[config.mk]
export PLATFORM = sky130hd
export DESIGN_NAME = pc_sequencer
export DESIGN_NICKNAME = d
export VERILOG_FILES = /design/src/rtl/pc_seq_pkg.sv /design/src/rtl/pc_sequencer_nzvc_reg.sv /design/src/rtl/pc_sequencer.sv
export SDC_FILE = /design/constraint.sdc
export NUM_CORES = 1
export LEC_CHECK = 0
export BUFFER_PORTS_ARGS = -buffer_cell sky130_fd_sc_hd__buf_2
export CAP_MARGIN = 40
export CELL_PAD_IN_SITES_DETAIL_PLACEMENT = 1
export CELL_PAD_IN_SITES_GLOBAL_PLACEMENT = 1
export CORE_UTILIZATION = 40
export CTS_BUF_LIST = sky130_fd_sc_hd__clkbuf_4 sky130_fd_sc_hd__clkbuf_8
export DETAILED_ROUTE_END_ITERATION = 10
export PLACE_DENSITY_LB_ADDON = 0.1
export SLEW_MARGIN = 5
export SYNTH_ARGS = -nofsm -noshare
export SYNTH_HDL_FRONTEND = slang
export SYNTH_SLANG_ARGS = --single-unit
[constraint.sdc]
create_clock -name clk -period 3.3 [get_ports clk]
set_input_delay 0.165 -clock clk [delete_from_list [all_inputs] [get_ports clk]]
set_output_delay 0.165 -clock clk [all_outputs]
set_load 0.01 [all_outputs]
[src/rtl/pc_seq_pkg.sv]
// pc_seq_pkg: shared types and constants for the CSCv2 PC/flags sequencer.
//   seq_state_t   : sequencer state (RUN, HALT)
//   RESET_PC      : PC value loaded on reset
//   FLAG_N/Z/V/C  : bit positions inside the 4-bit NZVC vector
//   *_WIDTH_DEF   : default PC and retired-counter widths
package pc_seq_pkg;

   typedef enum logic {
      RUN  = 1'b0,
      HALT = 1'b1
   } seq_state_t;

   localparam int unsigned PC_WIDTH_DEF  = 16;
   localparam int unsigned CNT_WIDTH_DEF = 16;

   localparam logic [15:0] RESET_PC = 16'h0000;

   localparam int unsigned FLAG_N = 3;
   localparam int unsigned FLAG_Z = 2;
   localparam int unsigned FLAG_V = 1;
   localparam int unsigned FLAG_C = 0;

endpackage

[src/rtl/pc_sequencer_nzvc_reg.sv]
// nzvc_reg: 4-bit {N,Z,V,C} flags register with write enable.
//   clk      : rising-edge clock
//   reset    : synchronous, active-high; clears the flags
//   we       : load d on this edge
//   d        : incoming ALU flags {N,Z,V,C}
//   q        : registered flags
module nzvc_reg
   import pc_seq_pkg::*;
(
   input  logic       clk,
   input  logic       reset,
   input  logic       we,
   input  logic [3:0] d,
   output logic [3:0] q
);

   always_ff @(posedge clk) begin
      if (reset) begin
         q <= '0;
      end else if (we) begin
         q <= d;
      end
   end

endmodule

[src/rtl/pc_sequencer.sv]
// pc_sequencer: program counter and NZVC flags sequencer for the CSCv2 datapath.
// Holds the PC and flags feeding the bottom jump ROM, steps or jumps the PC on
// each retired instruction, halts on a jump-to-self and counts retirements.
//
// Optional feature macro: LINK_REG_EN (one-deep call/return link register).
//
// Ports:
//   clk, reset   : clock; synchronous active-high reset
//   stall        : hold all state this cycle
//   jump_taken   : current instruction branches to jump_addr
//   jump_addr    : jump target {top ROM addr, bottom ROM addr}
//   flags_we     : latch flags_in on a retiring cycle
//   flags_in     : ALU flags {N,Z,V,C}
//   call, ret    : subroutine call qualifier / return (LINK_REG_EN only)
//   pc           : current PC, pc[7:0] to bottom ROM
//   nzvc         : registered flags to bottom ROM
//   halted       : sequencer is in HALT
//   retired      : saturating retired-instruction count
//   link         : link register (0 without LINK_REG_EN)
module pc_sequencer
   import pc_seq_pkg::*;
#(
   parameter int unsigned PC_WIDTH  = PC_WIDTH_DEF,
   parameter int unsigned CNT_WIDTH = CNT_WIDTH_DEF
) (
   input  logic                 clk,
   input  logic                 reset,
   input  logic                 stall,
   input  logic                 jump_taken,
   input  logic [PC_WIDTH-1:0]  jump_addr,
   input  logic                 flags_we,
   input  logic [3:0]           flags_in,
   input  logic                 call,
   input  logic                 ret,
   output logic [PC_WIDTH-1:0]  pc,
   output logic [3:0]           nzvc,
   output logic                 halted,
   output logic [CNT_WIDTH-1:0] retired,
   output logic [PC_WIDTH-1:0]  link
);

   seq_state_t state;
   logic       retire;
   logic       self_jump;

   assign retire = (state == RUN) && !stall;

`ifdef LINK_REG_EN
   // A return overrides the jump, so it can never be a halting self-jump.
   assign self_jump = jump_taken && !ret && (jump_addr == pc);
`else
   assign self_jump = jump_taken && (jump_addr == pc);
`endif

   always_ff @(posedge clk) begin
      if (reset) begin
         pc      <= PC_WIDTH'(RESET_PC);
         state   <= RUN;
         halted  <= 1'b0;
         retired <= '0;
      end else if (retire) begin
         if (retired != '1) begin
            retired <= retired + CNT_WIDTH'(1);
         end
         if (self_jump) begin
            state  <= HALT;
            halted <= 1'b1;
         end
`ifdef LINK_REG_EN
         if (ret) begin
            pc <= link;
         end else
`endif
         if (jump_taken) begin
            pc <= jump_addr;
         end else begin
            pc <= pc + PC_WIDTH'(1);
         end
      end
   end

`ifdef LINK_REG_EN
   always_ff @(posedge clk) begin
      if (reset) begin
         link <= '0;
      end else if (retire && call && jump_taken && !ret) begin
         link <= pc + PC_WIDTH'(1);
      end
   end
`else
   logic unused_link_inputs;
   assign unused_link_inputs = call ^ ret;
   assign link = '0;
`endif

   nzvc_reg u_nzvc_reg (
      .clk   (clk),
      .reset (reset),
      .we    (retire && flags_we),
      .d     (flags_in),
      .q     (nzvc)
   );

endmodule
==> metrics.yaml, run 1 <==
status: "complete, no violations"
cts_root_buf: "clkbuf_8"
die_h_um: 78.6
cts_made_buffers: 5
drv_slew: 0
ant_nets: 0
cp-end-kind: "flop"
critPathRequiredTime_ns: 3.46
r2r-start: "pc[2]"
yosys_warnings: 0
r2r_end: "pc[13]"
cts_htree_levels: 2
syn_to_final_growth_pct: 14.8
relSlewSlack: 0.423
grtUsageTotal: 0.230
reg2reg_depth: 4
cts_tree: "done"
seq_area_frac_synth: 0.316
finalHoldWorstSlack_ns: 0.110
skew_ns: 0.00696
hpwl_um: 4770
hold_buffers: 0
drt_pass1_iterations: 4
die_x_um: 78.6
worst_slack_ns: 1.24
antenna_found_initial: 0
drv_cap: 0
final_nets: 373
clk_pin_slew_ns: 0.08
cts_buffer_depth: 2
io_buffers: 61
grt_first_pass_wirelength_um: 11200
crit_start: "pc[2]"
start_kind: "flop"
grt_setup_unrepaired: "false"
worstSetupPathType: "flop to flop"
routed_wl_um: 6840
first_global_vias: 2356
overflow: 0
synth_ff_type: "dfxtp_1"
synth-edff-count: 0
crit_fanout: 10
post_cts_buffers: 0
min_path_type: "primary input to flop"
globalplace.congestion: 0.771
synth.distinct_cells: 50
initial_core_util: 0.421
routedWlPerCell_um: 16.4
clock.fmax_ghz: 0.485
vias_per_cell: 5.83
finalHoldViolations: 0
ioPinCount: 80
p_leak_nw: 1.05
fillCellCount: 730
netlist_instances: 297
vias: 2431
irDropWorstVdd_mv: 0.148
p_per_area_nw_per_um2: 359
cts_resized: 0
core_area_um2: 5570
grt_start_max_net_pins: 45
yosys_register_bits: 37
total_power_mw: 0.967
antenna-diode-count: 0
clkLatencyLatePin_ns: 0.30
post-route-min-period_ns: 2.06
finalSetupViolations: 0
utilization: 0.483
drcViolationCount: 0
design.die.area_um2: 6180
final_cell_mix: "61 x buf_2, 37 x dfxtp_1, 31 x a21oi_1, 19 x nand2_1, 18 x nand3_1"
finalCritPeriodShare: 0.625
worstPathArrival_ns: 2.22
worst_pin_slew_ns: 0.858
endpoint: "pc[13]"
post_synth.cell_area_avg_um2: 7.90
cts.sinks: 37
drt_iter0_drc: 81
rows: 27
drive_above_1_share: 0.226
syn_area_um2: 2350
setup_tns_ns: 0
place_ws_ns: 1.26
reg2reg_slack_ns: 1.24
async_flop_share: 0
final_common_cell: "buf_2"
==> cells by family (layout without fill, tap and decap cells) <==
logic type / after synthesis / count (layout) / share of synthesized area
buffers and inverters: 44 / 77 / 0.0997
multiplexers: 3 / 3 / 0.0133
XOR/XNOR: 16 / 16 / 0.0597
flip-flops: 37 / 37 / 0.316
adder cells (fa/ha/maj): 2 / 2 / 0.0107
AND/OR/NAND/NOR: 112 / 112 / 0.271
other: 1 / 16 / 0.00160
AO/OA/AOI/OAI: 82 / 82 / 0.228
==> per-layer routing <==
layer / up-vias / global-route usage / routed length [um]
li1: 1185 / - / -
met1: 1183 / 0.265 / 3030
met2: 53 / 0.415 / 3410
met3: 10 / 0.0419 / 264
met4: 0 / 0.0926 / 140
met5: - / 0 / 0
==> how the worst min path moves through the flow <==
stage,from,endpoint,slack (ns),cells after the start
global route,flags_in[3],u_nzvc_reg.q[3],0.13,3
finish,flags_in[3],u_nzvc_reg.q[3],0.11,3
global placement,flags_in[0],u_nzvc_reg.q[0],0.42,3
floorplan,flags_in[0],u_nzvc_reg.q[0],0.31,2
detailed placement,flags_in[3],u_nzvc_reg.q[3],0.43,3
CTS,flags_in[3],u_nzvc_reg.q[3],0.11,3
==> sequential cells by signal (all words and copies together) (netlist names) <==
name / flops
u_nzvc_reg.q: 4
pc: 16
state: 1
retired: 16
==> critical path, stage by stage, from the launching register on <==
cell     delay (ns)
dfxtp_1        0.54
nand3_1        0.26
nor3_1         0.77
a311o_1        0.28
a31oi_1        0.07
==> final cells by class <==
cell class | count | area, um2 | area share
well taps | 72 | 90.1 | 0.0334
inverters | 6 | 22.5 | 0.00836
multi-input cells | 231 | 1430 | 0.532
clock buffers | 5 | 68.8 | 0.0255
clock inverters | 3 | 17.5 | 0.00650
flip-flops and latches | 37 | 741 | 0.275
repair buffers | 63 | 320 | 0.119
==> synthesized netlist by cell type (8+ instances only) <==
master	n	share of area
buf_4	17	0.054
nor3_1	9	0.019
dfxtp_1	37	0.32
o21ai_0	9	0.019
nand4_1	11	0.029
xnor2_1	10	0.037
a21oi_1	31	0.066
or4_1	8	0.026
clkbuf_1	17	0.027
and3_1	8	0.021
o31ai_1	9	0.029
nor2_1	9	0.014
nand3_1	18	0.038
nand2_1	19	0.030
==> power by group <==
part           internal, mW  switching [mW]  total, mW
Clock                 0.146           0.181      0.327
Combinational        0.0618          0.0877      0.149
Sequential            0.462          0.0286      0.491
==> through the flow <==
| step | cell area (um2) | cells |
|---|---|---|
| 2_1_floorplan | 2400 | 312 |
| 3_3_place_gp | 2610 | 409 |
| 3_5_place_dp | 2610 | 409 |
| 4_1_cts | 2690 | 417 |
| 5_1_grt | 2690 | 417 |
| 6_report | 2690 | 417 |
Note: power is estimated with default switching activity, not from simulation.
==> run 2: changes to the inputs <==
--- a/config.mk
+++ b/config.mk
@@ -9,7 +9,7 @@
 export CAP_MARGIN = 40
 export CELL_PAD_IN_SITES_DETAIL_PLACEMENT = 1
 export CELL_PAD_IN_SITES_GLOBAL_PLACEMENT = 1
-export CORE_UTILIZATION = 40
+export CORE_UTILIZATION = 33
 export CTS_BUF_LIST = sky130_fd_sc_hd__clkbuf_4 sky130_fd_sc_hd__clkbuf_8
 export DETAILED_ROUTE_END_ITERATION = 10
 export PLACE_DENSITY_LB_ADDON = 0.1
==> constraint.sdc (replaced) <==
create_clock -name clk -period 1.75 [get_ports clk]
set_input_delay 0.0875 -clock clk [delete_from_list [all_inputs] [get_ports clk]]
set_output_delay 0.0875 -clock clk [all_outputs]
set_load 0.01 [all_outputs]
==> run 2 against run 1 <==
Compared with the run above: total power is 110% higher; critical endpoint is now retired[15]; worst hold slack worse by 0.085 ns; die area is 21% higher; non-clock buffer count is 27 higher; largest power group unchanged; fmax is 22% higher; final cell count is 12% higher; critical path depth is 1 higher; utilization is 4.5 points lower; critical path type unchanged; register-to-register slack worse by 1.2 ns; clock skew is 0.00076 ns higher; via count is 4.4% higher; setup slack worse by 1.2 ns.
==> metrics.yaml, run 2 (synthesis gave the netlist of run 1 again) <==
drv_cap: 0  # unchanged
ioPinCount: 80  # unchanged
skew_ns: 0.00772  # +0.000764 ns
power.internal_mw: 1.48  # +120%
cp_slowest_cell: "or4_1"
finalHoldWorstSlack_ns: 0.0247  # -0.0854 ns
design.die.area_um2: 7450  # +21%
path_cells: "buf_4 > and4_1 > nand4_1 > or4_1 > a21oi_1"
grt_start_max_net_pins: 38  # -16%
cts_htree_levels: 2  # unchanged
start_kind: "flop"
r2r-start: "retired[0]"
rows: 30  # +11%
finalSetupViolations: 0  # unchanged
crit_start: "retired[0]"
cts.sinks: 37  # unchanged
cts_tree: "done"
status: "complete, no violations"
antenna-diode-count: 0  # unchanged
relSlewSlack: 0.638  # +0.214
p_per_area_nw_per_um2: 690  # +92%
finalInstanceArea_um2: 2990  # +11%
final_nets: 400  # +7.2%
routedWlPerCell_um: 16.0  # -2.5%
antenna_found_initial: 0  # unchanged
hpwl_um: 5370  # +13%
final_common_cell: "buf_2"
p_seq_frac: 0.440  # -0.067
vias: 2539  # +4.4%
cp-end-kind: "flop"
crit_fanout: 7  # -3
p_leak_nw: 1.21  # +15%
reg_top3: "pc x16, retired x16, u_nzvc_reg.q x4"
die_h_um: 86.3  # +9.8%
grt_setup_unrepaired: "true"
grtUsageTotal: 0.210  # -0.0206
worstHoldStart: "flags_in[2]"
utilization: 0.438  # -0.0450
min_path_type: "primary input to flop"
switchingPower_mw: 0.584  # +96%
hold_buffers: 0  # unchanged
ant_nets: 0  # unchanged
die_x_um: 86.3  # +9.8%
dpl_cell_area_um2: 2830  # +8.5%
vias_per_cell: 5.43  # -6.9%
cpPeakStageDelay_ns: 0.52  # -0.25 ns
finalCritPeriodShare: 0.962  # +0.337
worstPathArrival_ns: 1.92  # -0.30 ns
grt_first_pass_wirelength_um: 12200  # +8.9%
initial_core_util: 0.343  # -0.0775
r2r_end: "retired[15]"
drt_pass1_iterations: 4  # unchanged
hold_depth: 3  # unchanged
drcViolationCount: 0  # unchanged
holdPathEnd: "u_nzvc_reg.q[2]"
reg2reg_slack_ns: 0.07  # -1.17 ns
overflow: 0  # unchanged
critical_path.top_delay_family: "simple AND/OR/NAND/NOR gates"
clk_pin_slew_ns: 0.08  # about the same
drive_above_1_share: 0.301  # +0.0750
cts_root_buf: "clkbuf_8"
core_area_um2: 6830  # +23%
irDropWorstVdd_mv: 0.295  # +99%
swShare: 0.283  # -0.0246
cts_buffer_depth: 2  # unchanged
critPathRequiredTime_ns: 1.99  # -1.47 ns
routed_wl_um: 7490  # +9.5%
final_cell_mix: "61 x buf_2, 34 x dfxtp_1, 31 x a21oi_1, 28 x buf_4, 19 x nand2_1"
drt_iter0_drc: 74  # -8.6%
worstSetupPathType: "flop to flop"
p_comb_frac: 0.165  # +0.010
first_global_vias: 2469  # +4.8%
setup_tns_ns: 0  # unchanged
syn_to_final_growth_pct: 27.6
clockPowerShare: 0.395  # +0.057
post-route-min-period_ns: 1.68  # -0.378 ns
drv_slew: 0  # unchanged
cts_made_buffers: 5  # unchanged
reg2reg_depth: 5  # +1
worst_pin_slew_ns: 0.543  # -0.315 ns
clock.fmax_ghz: 0.594  # +22%
finalHoldViolations: 0  # unchanged
fillCellCount: 885  # +21%
io_buffers: 61  # unchanged
clkLatencyLatePin_ns: 0.31  # about the same
globalplace.congestion: 0.786  # +2.0%
crit_buf_inv: 1  # +1
[run 2: tightest hold or removal path, stage by stage]
cell     delay [ns]
buf_2          0.10
nand3_1        0.05
a21oi_1        0.05
[run 2: final cells by class]
cell class                      instances  area [um2]  area share
Multi-Input combinational cell        231        1450       0.485
Sequential cell                        37         744       0.249
Timing Repair Buffer                   90         536       0.179
Tap cell                               96         120      0.0401
Clock buffer                            6        82.6      0.0276
Clock inverter                          2        37.5      0.0125
Inverter                                6        22.5     0.00752
[run 2: worst max path at each step]
stage	depth (start not counted)	to	slack, ns
after floorplan	6	retired[14]	0.02
after global placement	4	retired[14]	0.09
after detailed placement	4	retired[14]	0.06
after CTS	5	retired[14]	0.03
after global routing	5	retired[15]	-0.03
final	5	retired[15]	0.07
[run 2: per-stage QoR]
stage / setup WS, ns / power (mW) / cells
after CTS: 0.0307 / 2.08 / 464
after global placement: 0.0945 / 1.26 / 456
after floorplan: 0.0173 / 1.15 / 312
after detailed placement: 0.0555 / 1.27 / 456
final: 0.0668 / 2.06 / 468
after global routing: -0.0265 / 2.17 / 468
[run 2: routing by layer]
layer / track usage / vias up / part of all wire
met2: 0.348 / 60 / 0.46
li1: - / 1236 / -
met4: 0.0621 / 0 / 0.015
met1: 0.274 / 1235 / 0.48
met3: 0.0429 / 8 / 0.042
met5: 0 / - / 0
[run 2: what timing repair did]
item,in CTS,in global routing
setup buffers,0,4
gates resized for setup,0,3
setup endpoints to repair,0,6
[run 2: power by group through the flow]
| stage | logic [mW] | clock network, mW | registers [mW] |
|---|---|---|---|
| detailed placement | 0.340 | 0 | 0.926 |
| global placement | 0.334 | 0 | 0.925 |
| global route | 0.376 | 0.881 | 0.914 |
| finish | 0.341 | 0.816 | 0.908 |
| CTS | 0.342 | 0.834 | 0.907 |
| floorplan | 0.206 | 0 | 0.940 |
==> run 3: changes to the inputs <==
--- a/config.mk
+++ b/config.mk
@@ -9,11 +9,12 @@
 export CAP_MARGIN = 40
 export CELL_PAD_IN_SITES_DETAIL_PLACEMENT = 1
 export CELL_PAD_IN_SITES_GLOBAL_PLACEMENT = 1
+export CORE_ASPECT_RATIO = 1.1
 export CORE_UTILIZATION = 33
 export CTS_BUF_LIST = sky130_fd_sc_hd__clkbuf_4 sky130_fd_sc_hd__clkbuf_8
 export DETAILED_ROUTE_END_ITERATION = 10
 export PLACE_DENSITY_LB_ADDON = 0.1
-export SLEW_MARGIN = 5
+export SLEW_MARGIN = 10
 export SYNTH_ARGS = -nofsm -noshare
 export SYNTH_HDL_FRONTEND = slang
 export SYNTH_SLANG_ARGS = --single-unit
==> run 3 against run 2 <==
Compared with the run above: sequential share of layout area up 0.29 points; critical path depth unchanged; first-iteration DRC count up 49%; non-clock buffer count up 5; register-to-register slack better by 0.03 ns; die area about the same; clock skew about the same; final cell count down 1.9%; critical path type unchanged.
==> metrics.yaml, run 3 (synthesis gave the netlist of run 1 again) <==
status: "complete, no violations"
clock.fmax_ghz: 0.606  # +2.0%
clk_pin_slew_ns: 0.08  # about the same
fillCellCount: 849  # -4.1%
core_area_um2: 6710  # -1.8%
worstSetupPathType: "flop to flop"
dpl_cell_area_um2: 2860  # +1.1%
clkLatencyLatePin_ns: 0.29  # -0.02 ns
start_kind: "flop"
grt_first_pass_wirelength_um: 11900  # -2.3%
post-route-min-period_ns: 1.65  # -0.0330 ns
final_cell_mix: "61 x buf_2, 34 x buf_4, 33 x dfxtp_1, 31 x a21oi_1, 19 x nand2_1"
min_path_type: "primary input to flop"
die_x_um: 82.4  # -4.5%
p_per_area_nw_per_um2: 632  # -8.3%
crit_fanout: 5  # -2
routedWlPerCell_um: 16.1  # +0.29%
ant_nets: 0  # unchanged
worstHoldStart: "flags_in[2]"
finalSetupViolations: 0  # unchanged
rows: 31  # +3.3%
grt_start_max_net_pins: 33  # -13%
drive_above_1_share: 0.313  # +0.0119
holdPathEnd: "u_nzvc_reg.q[2]"
post-place-cells: 450  # -1.3%
initial_core_util: 0.350  # +0.00621
antenna_found_initial: 0  # unchanged
drcViolationCount: 0  # unchanged
hpwl_um: 5530  # +3.1%
first_global_vias: 2390  # -3.2%
finalHoldViolations: 0  # unchanged
final_nets: 405  # +1.3%
drt_pass1_iterations: 4  # unchanged
worst_slack_ns: 0.0998  # +0.0330 ns
skew_ns: 0.00727  # -0.000451 ns
drv_slew: 0  # unchanged
reg2reg_slack_ns: 0.1  # +0.03 ns
cts_made_buffers: 5  # unchanged
vias: 2568  # +1.1%
worstPathArrival_ns: 1.88  # -0.04 ns
syn_to_final_growth_pct: 26.3
finalInstanceArea_um2: 2960  # -1.0%
io_buffers: 61  # unchanged
cp-end-kind: "flop"
r2r_end: "retired[13]"
cts.sinks: 37  # unchanged
die_h_um: 90.4  # +4.8%
cts_buffer_depth: 2  # unchanged
reg_top3: "pc x16, retired x16, u_nzvc_reg.q x4"
grtUsageTotal: 0.205  # -0.00486
wl_met2_um: 3560  # +2.1%
hold_depth: 3  # unchanged
finalCritPeriodShare: 0.943  # -0.0189
highest_layer: "met4"
design.die.area_um2: 7450  # about the same
p_leak_nw: 1.22  # +0.96%
irDropWorstVdd_mv: 0.279  # -5.4%
cts_htree_levels: 2  # unchanged
critPathRequiredTime_ns: 1.98  # about the same
globalplace.congestion: 0.787  # about the same
antenna-diode-count: 0  # unchanged
fin_cells: 459  # -1.9%
r2r-start: "state"
ioPinCount: 80  # unchanged
drv_cap: 0  # unchanged
setup_tns_ns: 0  # unchanged
routed_wl_um: 7370  # -1.6%
drt_iter0_drc: 110  # +49%
cts_tree: "done"
wl_met3_um: 236  # -26%
overflow: 0  # unchanged
cts_root_buf: "clkbuf_8"
final_common_cell: "buf_2"
reg2reg_depth: 5  # unchanged
vias_per_cell: 5.59  # +3.1%
wl_met1_um: 3460  # -3.3%
place_ws_ns: 0.0624  # +0.00691 ns
run 3: routing by layer:
layer / global-route usage / up-vias
met5: 0 / -
met4: 0.0599 / 0
li1: - / 1245
met3: 0.0323 / 10
met2: 0.335 / 51
met1: 0.271 / 1262
run 3: layout make-up:
type | count | area [um2] | area share
Clock buffer | 6 | 76.3 | 0.0257
Sequential cell | 37 | 746 | 0.252
Inverter | 6 | 22.5 | 0.00760
Clock inverter | 2 | 10.0 | 0.00338
Tap cell | 82 | 103 | 0.0346
Timing Repair Buffer | 95 | 561 | 0.189
Multi-Input combinational cell | 231 | 1450 | 0.488
run 3: worst max-delay path, cell delays in order, from the launching register on:
cell and delay, ns:
dfxtp_1 0.31, buf_4 0.15, and4bb_2 0.27, nand4_1 0.19, or4_1 0.52, a21oi_1 0.15
run 3: through the flow:
step           utilization  power, mW  hold WS [ns]
2_1_floorplan            -       1.15         0.235
3_3_place_gp         0.426       1.26         0.343
3_5_place_dp         0.426       1.27         0.355
4_1_cts              0.439       1.89        0.0381
5_1_grt              0.442       1.96        0.0473
6_report             0.442       1.87        0.0477
run 3: worst max path at each step:
stage / startpoint / to / cells past startpoint
final: state / retired[13] / 5
after global routing: retired[5] / retired[14] / 4
after CTS: retired[0] / retired[14] / 5
after detailed placement: retired[5] / retired[14] / 4
after global placement: retired[0] / retired[14] / 5
after floorplan: retired[0] / retired[14] / 6
run 3: power by group:
part           total, mW  internal (mW)  switching [mW]
clock              0.627          0.292           0.334
combinational      0.338          0.143           0.195
sequential         0.909          0.872          0.0372
total               1.87           1.31           0.566
run 3: what timing repair did:
action                                  4_1_cts  5_1_grt
endpoints found under the setup margin        0        9
gates resized for setup                       0        4
hold buffers                                  0        0
buffers inserted                              0        1
